$ cat src/rtl/inst_mem_loader.sv
// inst_mem_loader: write-side engine for the blocking instruction memory.
// Pops words from the upstream FIFO, writes them tagged valid at consecutive
// addresses, releases PCstart once enough code is preloaded and raises halt
// once the reader has caught up and the FIFO stays drained.
module inst_mem_loader #(
    parameter int          NUM_WORD = 16,
    parameter int          PRELOAD  = 4,
    parameter int          HALT_CYC = 8,
    parameter logic [31:0] NOOP     = 32'hFC00003F,
    localparam int         CW       = $clog2(NUM_WORD + 1)
) (
    input  logic          clk,
    input  logic          rst,
    input  logic          fifo_empty,
    input  logic [31:0]   fifo_data,
    output logic          fifo_rd_en,
    output logic [31:0]   WRaddr,
    output logic [32:0]   WRdata,
    output logic          EMPTY,
    input  logic          STOP,
    output logic          PCstart,
    output logic [CW-1:0] wr_count,
    output logic          full,
    output logic          halt
);

    localparam int IW = $clog2(PRELOAD + 1);
    localparam int HW = $clog2(HALT_CYC + 1);

    localparam logic [CW-1:0] LAST_M1   = CW'(NUM_WORD - 1);
    localparam logic [CW-1:0] PRE_M1    = CW'(PRELOAD - 1);
    localparam logic [IW-1:0] IDLE_LAST = IW'(PRELOAD - 1);
    localparam logic [HW-1:0] HALT_LAST = HW'(HALT_CYC - 1);

    typedef enum logic [2:0] {
        IDLE  = 3'd0,
        POP   = 3'd1,
        CAPT  = 3'd2,
        WRITE = 3'd3,
        FULL  = 3'd4
    } state_t;

    state_t          r_state;
    state_t          w_next;
    logic [31:0]     r_addr;
    logic [32:0]     r_data;
    logic            r_empty;
    logic [CW-1:0]   r_count;
    logic            r_full;
    logic            r_pcstart;
    logic            r_halt;
    logic [IW-1:0]   r_idle_cnt;
    logic [HW-1:0]   r_halt_cnt;

    logic            w_idle_cond;
    logic            w_halt_cond;
    logic            w_pre_hit;
    logic            w_short_hit;

    // State register
    always_ff @(posedge clk or posedge rst) begin
        if (rst) r_state <= IDLE;
        else     r_state <= w_next;
    end

    // Next-state decode; fifo_rd_en is a pure Moore output of POP
    always_comb begin
        w_next     = r_state;
        fifo_rd_en = 1'b0;
        case (r_state)
            IDLE:  if (!fifo_empty && !r_full) w_next = POP;
            POP: begin
                fifo_rd_en = 1'b1;
                w_next     = CAPT;
            end
            CAPT:  w_next = WRITE;
            WRITE: begin
                if (r_count == LAST_M1) w_next = FULL;
                else if (!fifo_empty)   w_next = POP;
                else                    w_next = IDLE;
            end
            FULL:  w_next = FULL;
            default: w_next = IDLE;
        endcase
    end

    // Write port: capture the popped word, hold it through WRITE, then commit
    always_ff @(posedge clk or posedge rst) begin
        if (rst) begin
            r_addr  <= 32'd0;
            r_data  <= {1'b0, NOOP};
            r_empty <= 1'b1;
            r_count <= '0;
            r_full  <= 1'b0;
        end else begin
            case (r_state)
                CAPT: begin
                    r_data  <= {1'b1, fifo_data};
                    r_empty <= 1'b0;
                end
                WRITE: begin
                    // valid tag drops with EMPTY so {1,1} never reaches memory
                    r_empty    <= 1'b1;
                    r_data[32] <= 1'b0;
                    r_count    <= r_count + 1'b1;
                    if (r_count == LAST_M1) r_full <= 1'b1;
                    else                    r_addr <= r_addr + 32'd1;
                end
                default: ;
            endcase
        end
    end

    assign w_idle_cond = (r_state == IDLE) && fifo_empty && (r_count != '0);
    assign w_short_hit = w_idle_cond && (r_idle_cnt == IDLE_LAST);
    assign w_pre_hit   = (r_state == WRITE) && (r_count == PRE_M1);

    // Short-program timer: consecutive idle/empty cycles with code loaded
    always_ff @(posedge clk or posedge rst) begin
        if (rst)                          r_idle_cnt <= '0;
        else if (!w_idle_cond)            r_idle_cnt <= '0;
        else if (r_idle_cnt != IDLE_LAST) r_idle_cnt <= r_idle_cnt + 1'b1;
    end

    // PCstart is sticky: set on preload threshold or short-program timeout
    always_ff @(posedge clk or posedge rst) begin
        if (rst)                           r_pcstart <= 1'b0;
        else if (w_pre_hit || w_short_hit) r_pcstart <= 1'b1;
    end

    assign w_halt_cond = STOP && fifo_empty && r_pcstart &&
                         ((r_state == IDLE) || (r_state == FULL));

    // Halt timer: any break in the drained condition restarts the count
    always_ff @(posedge clk or posedge rst) begin
        if (rst)                          r_halt_cnt <= '0;
        else if (!w_halt_cond)            r_halt_cnt <= '0;
        else if (r_halt_cnt != HALT_LAST) r_halt_cnt <= r_halt_cnt + 1'b1;
    end

    // Sticky halt flag, set on the HALT_CYC-th qualifying cycle
    always_ff @(posedge clk or posedge rst) begin
        if (rst)                                         r_halt <= 1'b0;
        else if (w_halt_cond && r_halt_cnt == HALT_LAST) r_halt <= 1'b1;
    end

    assign WRaddr   = r_addr;
    assign WRdata   = r_data;
    assign EMPTY    = r_empty;
    assign wr_count = r_count;
    assign full     = r_full;
    assign PCstart  = r_pcstart;
    assign halt     = r_halt;

endmodule

$ cat config.mk
export PLATFORM = sky130hd
export DESIGN_NAME = inst_mem_loader
export DESIGN_NICKNAME = d
export VERILOG_FILES = /design/src/rtl/inst_mem_loader.sv
export SDC_FILE = /design/constraint.sdc
export NUM_CORES = 1
export LEC_CHECK = 0
export ABC_AREA = 1
export BUFFER_PORTS_ARGS = -buffer_cell sky130_fd_sc_hd__buf_2
export CAP_MARGIN = 20
export CORE_MARGIN = 2
export CORE_UTILIZATION = 56
export DETAILED_ROUTE_END_ITERATION = 12
export PLACE_DENSITY = 0.85
export SETUP_SLACK_MARGIN = 0.1
export SLEW_MARGIN = 20
export SYNTH_ARGS = -nofsm -noshare
export SYNTH_HDL_FRONTEND = slang
export SYNTH_SLANG_ARGS = --single-unit
$ cat constraint.sdc
create_clock -name clk -period 4 [get_ports clk]
set_input_delay 0.4 -clock clk [delete_from_list [all_inputs] [get_ports clk]]
set_output_delay 0.4 -clock clk [all_outputs]
set_load 0.02 [all_outputs]
* Word-level counts from Yosys, hierarchy flattened
Index checks and enable logic that the tools add are counted.
** Operators by class
- Reductions and logical operators :: 18
- Bitwise gates (word level) :: 1
- Multiplexer cells :: 11
- Add/subtract/negate cells :: 4
- Equal/unequal tests :: 13
** Operators with widths (count)
- $add 32x1->32 const B :: 1
- $pmux 3 s5 :: 1
- $mux 3 :: 4
- $eq 3x2->1 const B :: 3
- $logic_and 1x1->1 :: 9
- $mux 4 :: 2
- $add 5x1->5 const B :: 1
- $eq 5x2->1 const B :: 1
- $eq 5x4->1 const B :: 1
- $reduce_bool 5->1 :: 1
- $add 4x1->4 const B :: 1
- $eq 4x3->1 const B :: 1
- $ne 2x1->1 const B :: 2
- $ne 4x3->1 const B :: 1
- $pmux 1 s2 :: 2
- $reduce_and 2->1 :: 2
- $add 3x1->3 const B :: 1
- $eq 3x1->1 const B :: 1
- $eq 3x3->1 const B :: 1
- $logic_not 3->1 :: 1
- $ne 3x2->1 const B :: 1
- $logic_not 1->1 :: 2
- $logic_or 1x1->1 :: 2
- $mux 1 :: 2
- 3 further kinds :: 3
** Word-level totals
- Logic and storage cells :: 58
- Register bits :: 84
- Output and inout bits :: 75
- Input port bits :: 36

* Logic depth before layout (Yosys ltp)
Gate-level depths: netlist of run 1.
- Word-level depth :: 5
- Depth in mapped cells :: 12
- Mapped depth without buffers :: 11

* Least setup slack after synthesis of run 1
No wires, ideal clock.
- Path kind :: register to register
- Start point :: register r_count[0], in the netlist wr_count[0]
- End point :: register r_addr[29], in the netlist WRaddr[29]
- Stages on the path, launching flop included :: 12
- Path buffers :: 1
- Clock period less this slack :: 1.772 ns
- Setup time :: 0.118 ns
- Path slack :: 2.228 ns
- Data required time :: 3.882 ns
- Arrival :: 1.654 ns
- Cells stage by stage :: dfrtp_1 > ha_1 > nand2_1 > nor2_1 > ha_1 > inv_1 > nand2_4 > buf_6 > nor2_4 > nand3_1 > nand2_1 > nand2_1
** Between the ends
- Word-level cells in the longest chain between the ends :: 3
** Ends and longest elaborated chain
- from (decl) :: RTL line 48 : logic [CW-1:0] r_count;
- from (signal assigned) :: RTL line 105 : r_count <= r_count + 1'b1;
- $eq 5x4->1 :: RTL line 106 : if (r_count == LAST_M1) r_full <= 1'b1;
- $not 1->1 (no line)
- $reduce_and 2->1 (no line)
- to (signal assigned) :: RTL line 107 : else r_addr <= r_addr + 32'd1;
- to (decl) :: RTL line 45 : logic [31:0] r_addr;
No other way between the ends.
A chain may end at the register's enable or synchronous reset.

* Final worst setup path of run 1
- Start point :: register r_state[1]
- End point :: register r_state[1]
** Between the ends
- Word-level cells in the longest chain between the ends :: 2
- Elaborated cells on any way between the ends :: 7
- Classes of those cells :: 5 x eq/ne; 1 x mux; 1 x reduce/logical
** Ends and longest elaborated chain
- from (decl) :: RTL line 43 : state_t r_state;
- from (signal assigned) :: RTL line 63 : else r_state <= w_next;
- $eq 3x3->1, or another cell as far along :: RTL line 70 : case (r_state)
- $pmux 3 s5 / $ne 2x2->1 (equally long branches)
Parallel ways exist; a longest one is shown, timed or not.

==> results of run 1 <==
final timing paths:
kind	start	to	slack (ps)	cells after the start
worst max-delay path	r_state[1]	r_state[1]	2000	7
worst min-delay path	rst	WRdata[9]	190	2
worst max register to register	r_state[1]	r_state[1]	2000	7
worst min register to register	WRdata[26]	WRdata[26]	470	2
max in group asynchronous	rst	WRaddr[13]	2870	3
min in group clk	fifo_data[3]	WRdata[3]	220	3
cell usage in the layout, fill, tap and decap left out, types with 2 or more instances in the layout:
cell                         instances
sky130_fd_sc_hd__buf_4               2
sky130_fd_sc_hd__nand3_1            15
sky130_fd_sc_hd__nand3b_1            7
sky130_fd_sc_hd__buf_2             110
sky130_fd_sc_hd__clkinvlp_4          2
sky130_fd_sc_hd__o21ai_0             6
sky130_fd_sc_hd__clkinv_4            2
sky130_fd_sc_hd__or2_2               2
sky130_fd_sc_hd__nor2_1             55
sky130_fd_sc_hd__ha_1                7
sky130_fd_sc_hd__dfrtp_1            71
sky130_fd_sc_hd__nor2_4              2
sky130_fd_sc_hd__nand2_1           211
sky130_fd_sc_hd__dfstp_2            13
sky130_fd_sc_hd__xor2_1             12
sky130_fd_sc_hd__a21oi_1             5
sky130_fd_sc_hd__nor3_1              3
sky130_fd_sc_hd__clkbuf_8            9
sky130_fd_sc_hd__clkinv_2            2
sky130_fd_sc_hd__nor2_8              2
sky130_fd_sc_hd__nand4_1            10
sky130_fd_sc_hd__xnor2_1             7
sky130_fd_sc_hd__inv_1              46
logic make-up after synthesis:
logic type,after synthesis,share of synthesized area
AO/OA/AOI/OAI,13,0.01757
adder cells (fa/ha/maj),7,0.02196
buffers and inverters,55,0.05458
multiplexers,1,0.002510
XOR/XNOR,19,0.04172
flip-flops,84,0.5311
AND/OR/NAND/NOR,311,0.3306
through the flow:
step                setup slack (ps)  area [sq um]  power [mW]
floorplan                       1456          3989       2.058
CTS                             1949          4838       3.044
detailed placement              1960          4638       2.430
finish                          1997          4838       3.014
global route                    1773          4838       3.232
global placement                2065          4638       2.374
per-layer routing:
metal  GRT usage  wire [um]  vias to the layer above
met4     0.08540        131                        0
met1      0.3069       3712                     1646
met2      0.4183       4673                      109
li1            -          -                     1738
met3     0.06810        521                       14
met5           0          0                        -
sequential cells by signal, indices dropped and copies added (netlist names):
register / cells
EMPTY: 1
PCstart: 1
WRaddr: 32
WRdata: 33
full: 1
halt: 1
r_halt_cnt: 4
r_idle_cnt: 3
r_state: 3
wr_count: 5
power by group:
part / internal (mW) / total, mW / leakage, nW / switching [mW]
Combinational: 0.344 / 1.11 / 1.52 / 0.771
Sequential: 1.13 / 1.29 / 1.07 / 0.159
Clock: 0.291 / 0.611 / 0.0958 / 0.320
cell type report:
type | count | share of cell area
timing repair buffer | 112 | 0.1169
inverter | 48 | 0.03750
tap | 96 | 0.02483
clock inverter | 7 | 0.01577
clock buffer | 9 | 0.02560
sequential | 84 | 0.4378
multi-input combinational | 351 | 0.3416
==> impl_metrics.toml, run 1 <==
[worst_setup_path]
timing.critical_path.fanout_max = 34
worstSetupEndpointType = "flop"
timing.critical_path.required_ps = 4190
slowest_delay_ps = 720
cpLargestDelayFamily = "buffers and inverters"
cp_cell_sequence = "inv_1 > nor2_1 > inv_1 > nor2_2 > buf_4 > inv_1 > o21ai_0"
cell_with_the_largest_stage_delay_on_the_worst_path = "sky130_fd_sc_hd__inv_1"
worst_setup_path_start_kind = "flop"
timing.critical_path.mode_cell = "sky130_fd_sc_hd__inv_1"
critical_path_class = "reg -> reg"
endpoint_arrival_time_on_the_critical_path_ps = 2190
count_of_buffer_and_inverter_cells_on_the_critical_path = 4

[clocking]
tritoncts.num_buffers = 9
ctsHtreeMaxLevel = 3
clk_pin_slew_ps = 90
cts_hold_repair.buffers = 0
tritoncts_clock_tree = "done"
clock_path_buffers = 2
cts-resized-gates = 0
insertion_delay_ps = 360
clock-sinks = 84
cts_post_setup_buffers_inserted = 0
clockRootBuffer = "sky130_fd_sc_hd__clkbuf_8"

[detailed_routing]
initialDrtViolationCount = 270
routed-via-count = 3507
detail_route.wirelength_um = 9039
number_of_iterations_in_the_first_detailed_routing_pass = 4
final_antenna_net_count = 0
post-route-drc-count = 0
avgViaCountPerCell = 4.960
routed_wire_length_per_instance_um = 12.79

[die]
design.portCount = 111
placement_rows = 30
placeableCoreArea_sq_um = 6832
die_height_um = 88.40
die-area_sq_um = 7814
floorplan.initialDensity = 0.5839
die_width_um = 88.40

[sta]
finalHoldViolCount = 0
timing.final.setup_violations = 0
drv_slew = 0
slew_headroom = 0.3712
holdWs_ps = 191.9
rsz_0062_raised_after_global_routing = "false"
fin_setup_tns_ps = 0
fin_crit_sh = 0.5009
final_period_minus_worst_setup_slack_ps = 2003
tightestPinTransition_ps = 942.2
finClkSkew_ps = 10.82
max_clock_freq_mhz = 499.1

[yosys]
synth-seq-area-share = 0.5311
syn-instance-count = 490
async_reset_ff_frac = 1.000
synthTopCellsByCount = "sky130_fd_sc_hd__nand2_1 (211), sky130_fd_sc_hd__dfrtp_1 (71), sky130_fd_sc_hd__nor2_1 (55)"
synth.avg_cell_area_sq_um = 8.140
cell_taking_the_most_area_after_synthesis = "sky130_fd_sc_hd__dfrtp_1"
number_of_enable_type_register_cells_in_the_synthesized_netlist = 0
synth_nets = 533
netlist_top_cells_area = "sky130_fd_sc_hd__dfrtp_1 (45%), sky130_fd_sc_hd__nand2_1 (20%), sky130_fd_sc_hd__dfstp_2 (8.6%)"
syn-cell-area_sq_um = 3989
yosysMostFrequentCell = "sky130_fd_sc_hd__nand2_1"
ys_seq_elements = 84
synthFlopType = "sky130_fd_sc_hd__dfrtp_1"
synth.distinct_cells = 28
synth.yosys.warnings = 0
synth.top_cell.area_share = 0.4454

[final_layout]
regArea_sq_um = 2118
finalNetCount = 649
insertedDiodeCount = 0
layout.core_utilization = 0.7082
area_growth_from_synthesis_to_final_layout_pct = 21.30
n_fill_cell = 576
stdcell_count = 707
multiInputGateArea_sq_um = 1653
layout-drive-gt1-share = 0.2488

[placement]
detailedPlacementHpwl_um = 6609
post-place-cells = 691
routabilityCongestion = 0.9074
numPortBuffers = 110

[grt]
first_pass_grt_wire_length_um = 14900
pin_count_of_the_biggest_net_entering_global_routing = 56
first_global_vias = 3350
antenna_found_initial = 0
track_usage = 0.2474
grt.overflow.total = 0

[power]
max-vdd-ir-drop_v = 0.0004490
leak_pwr_nw = 2.684
pwr_density_cell_nw_per_um2 = 623.0

[run]
cap_violations = 0

[min_path]
hold_path.class = "in -> async"

[run_status]
run_status = "finished, final reports clean"
Note: power is estimated with default switching activity, not from simulation.
==> run 2, diff against run 1 <==
--- a/config.mk
+++ b/config.mk
@@ -5,13 +5,13 @@
 export SDC_FILE = /design/constraint.sdc
 export NUM_CORES = 1
 export LEC_CHECK = 0
-export ABC_AREA = 1
+export ABC_AREA = 0
 export BUFFER_PORTS_ARGS = -buffer_cell sky130_fd_sc_hd__buf_2
 export CAP_MARGIN = 20
 export CORE_MARGIN = 2
-export CORE_UTILIZATION = 56
+export CORE_UTILIZATION = 46
 export DETAILED_ROUTE_END_ITERATION = 12
-export PLACE_DENSITY = 0.85
+export PLACE_DENSITY = 0.76
 export SETUP_SLACK_MARGIN = 0.1
 export SLEW_MARGIN = 20
 export SYNTH_ARGS = -nofsm -noshare
==> constraint.sdc (replaced) <==
create_clock -name clk -period 1.73 [get_ports clk]
set_input_delay 0.173 -clock clk [delete_from_list [all_inputs] [get_ports clk]]
set_output_delay 0.173 -clock clk [all_outputs]
set_load 0.02 [all_outputs]
==> impl_metrics.toml, run 2 <==
[placement]
routabilityCongestion = 0.7714
detailedPlacementHpwl_um = 5274
post-place-cells = 511
numPortBuffers = 110

[yosys]
yosysMostFrequentCell = "sky130_fd_sc_hd__dfrtp_1"
netlist_top_cells_area = "sky130_fd_sc_hd__dfrtp_1 (50%), sky130_fd_sc_hd__mux2_2 (9.8%), sky130_fd_sc_hd__dfstp_2 (9.5%)"
synth.distinct_cells = 39
synth.yosys.warnings = 0
synth.top_cell.area_share = 0.4965
synth-seq-area-share = 0.5920
syn-cell-area_sq_um = 3578
synth.avg_cell_area_sq_um = 12.92
ys_seq_elements = 84
number_of_enable_type_register_cells_in_the_synthesized_netlist = 0
syn-instance-count = 277
cell_taking_the_most_area_after_synthesis = "sky130_fd_sc_hd__dfrtp_1"
synthFlopType = "sky130_fd_sc_hd__dfrtp_1"
synth_nets = 320
async_reset_ff_frac = 1.000
synthTopCellsByCount = "sky130_fd_sc_hd__dfrtp_1 (71), sky130_fd_sc_hd__mux2_2 (31), sky130_fd_sc_hd__xnor2_1 (24)"

[sta]
max_clock_freq_mhz = 492.3
fin_crit_sh = 1.174
rsz_0062_raised_after_global_routing = "true"
finClkSkew_ps = 6.886
final_period_minus_worst_setup_slack_ps = 2031
timing.final.setup_violations = 31
finalHoldViolCount = 0
setup_slack_ps = -301.2
drv_slew = 0
slew_headroom = 0.7089
fin_setup_tns_ps = -5896
tightestPinTransition_ps = 436.6
holdWs_ps = 54.11

[clocking]
tritoncts_clock_tree = "done"
ctsHtreeMaxLevel = 3
clock-sinks = 84
insertion_delay_ps = 340
clock_path_buffers = 2
tritoncts.num_buffers = 9
clk_pin_slew_ps = 80
clockRootBuffer = "sky130_fd_sc_hd__clkbuf_8"

[final_layout]
layout-drive-gt1-share = 0.5313
finalNetCount = 469
insertedDiodeCount = 0
stdcell_count = 533
area_growth_from_synthesis_to_final_layout_pct = 34.79
most-common-layout-cells = "sky130_fd_sc_hd__buf_2 (110), sky130_fd_sc_hd__dfrtp_1 (69), sky130_fd_sc_hd__mux2_2 (30)"
largest_register_ffs = 33
layout.cells.most_common = "sky130_fd_sc_hd__buf_2"

[run_status]
violations = "negative setup slack"
run_status = "finished with violations"

[detailed_routing]
routed_wire_length_per_instance_um = 13.85
final_antenna_net_count = 0
avgViaCountPerCell = 4.968
routed-via-count = 2648
detail_route.wirelength_um = 7383
post-route-drc-count = 0
number_of_iterations_in_the_first_detailed_routing_pass = 4
initialDrtViolationCount = 43

[run]
cap_violations = 0

[die]
floorplan.initialDensity = 0.4679
die-area_sq_um = 8501
die_height_um = 92.20
die_width_um = 92.20
placement_rows = 32
design.portCount = 111
placeableCoreArea_sq_um = 7647

[grt]
first_global_vias = 2655
antenna_found_initial = 0
track_usage = 0.1798
grt.overflow.total = 0
first_pass_grt_wire_length_um = 12160
pin_count_of_the_biggest_net_entering_global_routing = 85

[worst_setup_path]
endpoint_arrival_time_on_the_critical_path_ps = 2300
cpLargestDelayFamily = "simple AND/OR/NAND/NOR gates"
timing.critical_path.fanout_max = 6
timing.critical_path.required_ps = 2000
timing.critical_path.mode_cell = "sky130_fd_sc_hd__ha_4"
worstSetupEndpointType = "flop"
critical_path_class = "reg -> reg"
count_of_buffer_and_inverter_cells_on_the_critical_path = 1
slowest_delay_ps = 430
cell_with_the_largest_stage_delay_on_the_worst_path = "sky130_fd_sc_hd__dfrtp_2"
worst_setup_path_start_kind = "flop"
cp_cell_sequence = "ha_4 > and3_4 > ha_4 > and4bb_2 > nand4_4 > buf_4 > nor3_2 > xor2_1"

[power]
power.net_switching_mw = 2.654
power.clock.fraction = 0.185
p_int_mw = 4.764
switching_share = 0.3578
pwr-share-seq = 0.403
pwr_density_cell_nw_per_um2 = 1538
leak_pwr_nw = 2.426
finalPower_mw = 7.418
comb_power_share = 0.411
max-vdd-ir-drop_v = 0.0009106

[min_path]
hold_path.class = "in -> reg"
==> run 2: cell count changes after synthesis, sizes merged, moves of 7 or more <==
cell,change
nor2,-37
inv,-41
xnor2,+17
nand3b,-7
nand2,-193
mux2,+33
==> run 2: area by class of cell <==
class,instances,area [sq um]
Clock buffer,12,145.1
Sequential cell,84,2121
Tap cell,102,127.6
Multi-Input combinational cell,181,1501
Timing Repair Buffer,143,849.6
Fill cell,627,2824
Inverter,7,30.03
Clock inverter,4,48.80
==> run 2: power by group through the flow <==
stage | logic, mW | registers (mW) | clock network (mW)
floorplan | 1.16 | 3.75 | 0
global placement | 2.93 | 2.99 | 0
detailed placement | 3.00 | 3.04 | 0
CTS | 3.04 | 3.00 | 1.41
global route | 3.29 | 3.07 | 1.49
finish | 3.05 | 2.99 | 1.37
==> run 2: kinds of logic after synthesis <==
kind of cell,count (synthesis),synth area share
mux,34,0.1066
xor+xnor,36,0.08811
simple gates,88,0.1465
fa+ha+maj,7,0.02447
buf+inv,12,0.01469
compound gates,16,0.02762
flops,84,0.5920
==> run 2: stage by stage <==
| step | util | area [sq um] | setup WS (ps) |
|---|---|---|---|
| after floorplan | - | 3640 | -361.0 |
| after global placement | 0.5931 | 4536 | -290.8 |
| after detailed placement | 0.5931 | 4536 | -362.8 |
| after CTS | 0.6268 | 4793 | -295.2 |
| after global routing | 0.6307 | 4823 | -368.9 |
| final | 0.6307 | 4823 | -301.2 |
==> run 2: path summary, 6_finish.rpt <==
kind | from | end | slack [ps] | depth (start not counted)
setup / recovery | wr_count[1] | WRaddr[20] | -300 | 8
hold / removal | fifo_data[16] | WRdata[16] | 50 | 2
setup reg to reg | wr_count[1] | WRaddr[20] | -300 | 8
hold reg to reg | halt | halt | 460 | 2
max in group asynchronous | rst | EMPTY | 860 | 4
min in group asynchronous | rst | WRaddr[25] | 500 | 4
==> run 2: what timing repair did <==
item / in CTS / in global routing
hold buffers: 1 / 0
setup buffers: 4 / 2
setup endpoints to repair: 30 / 31
gates resized for setup: 6 / 5
pin swaps: 4 / 5
hold endpoints to repair: 71 / 0
==> run 2: per-layer routing <==
metal  wire [um]  global-route usage  vias up
met5           0                   0        -
li1            -                   -     1256
met4         112             0.07711        0
met3         398             0.03451        7
met2        3718              0.3131       81
met1        3154              0.2180     1304
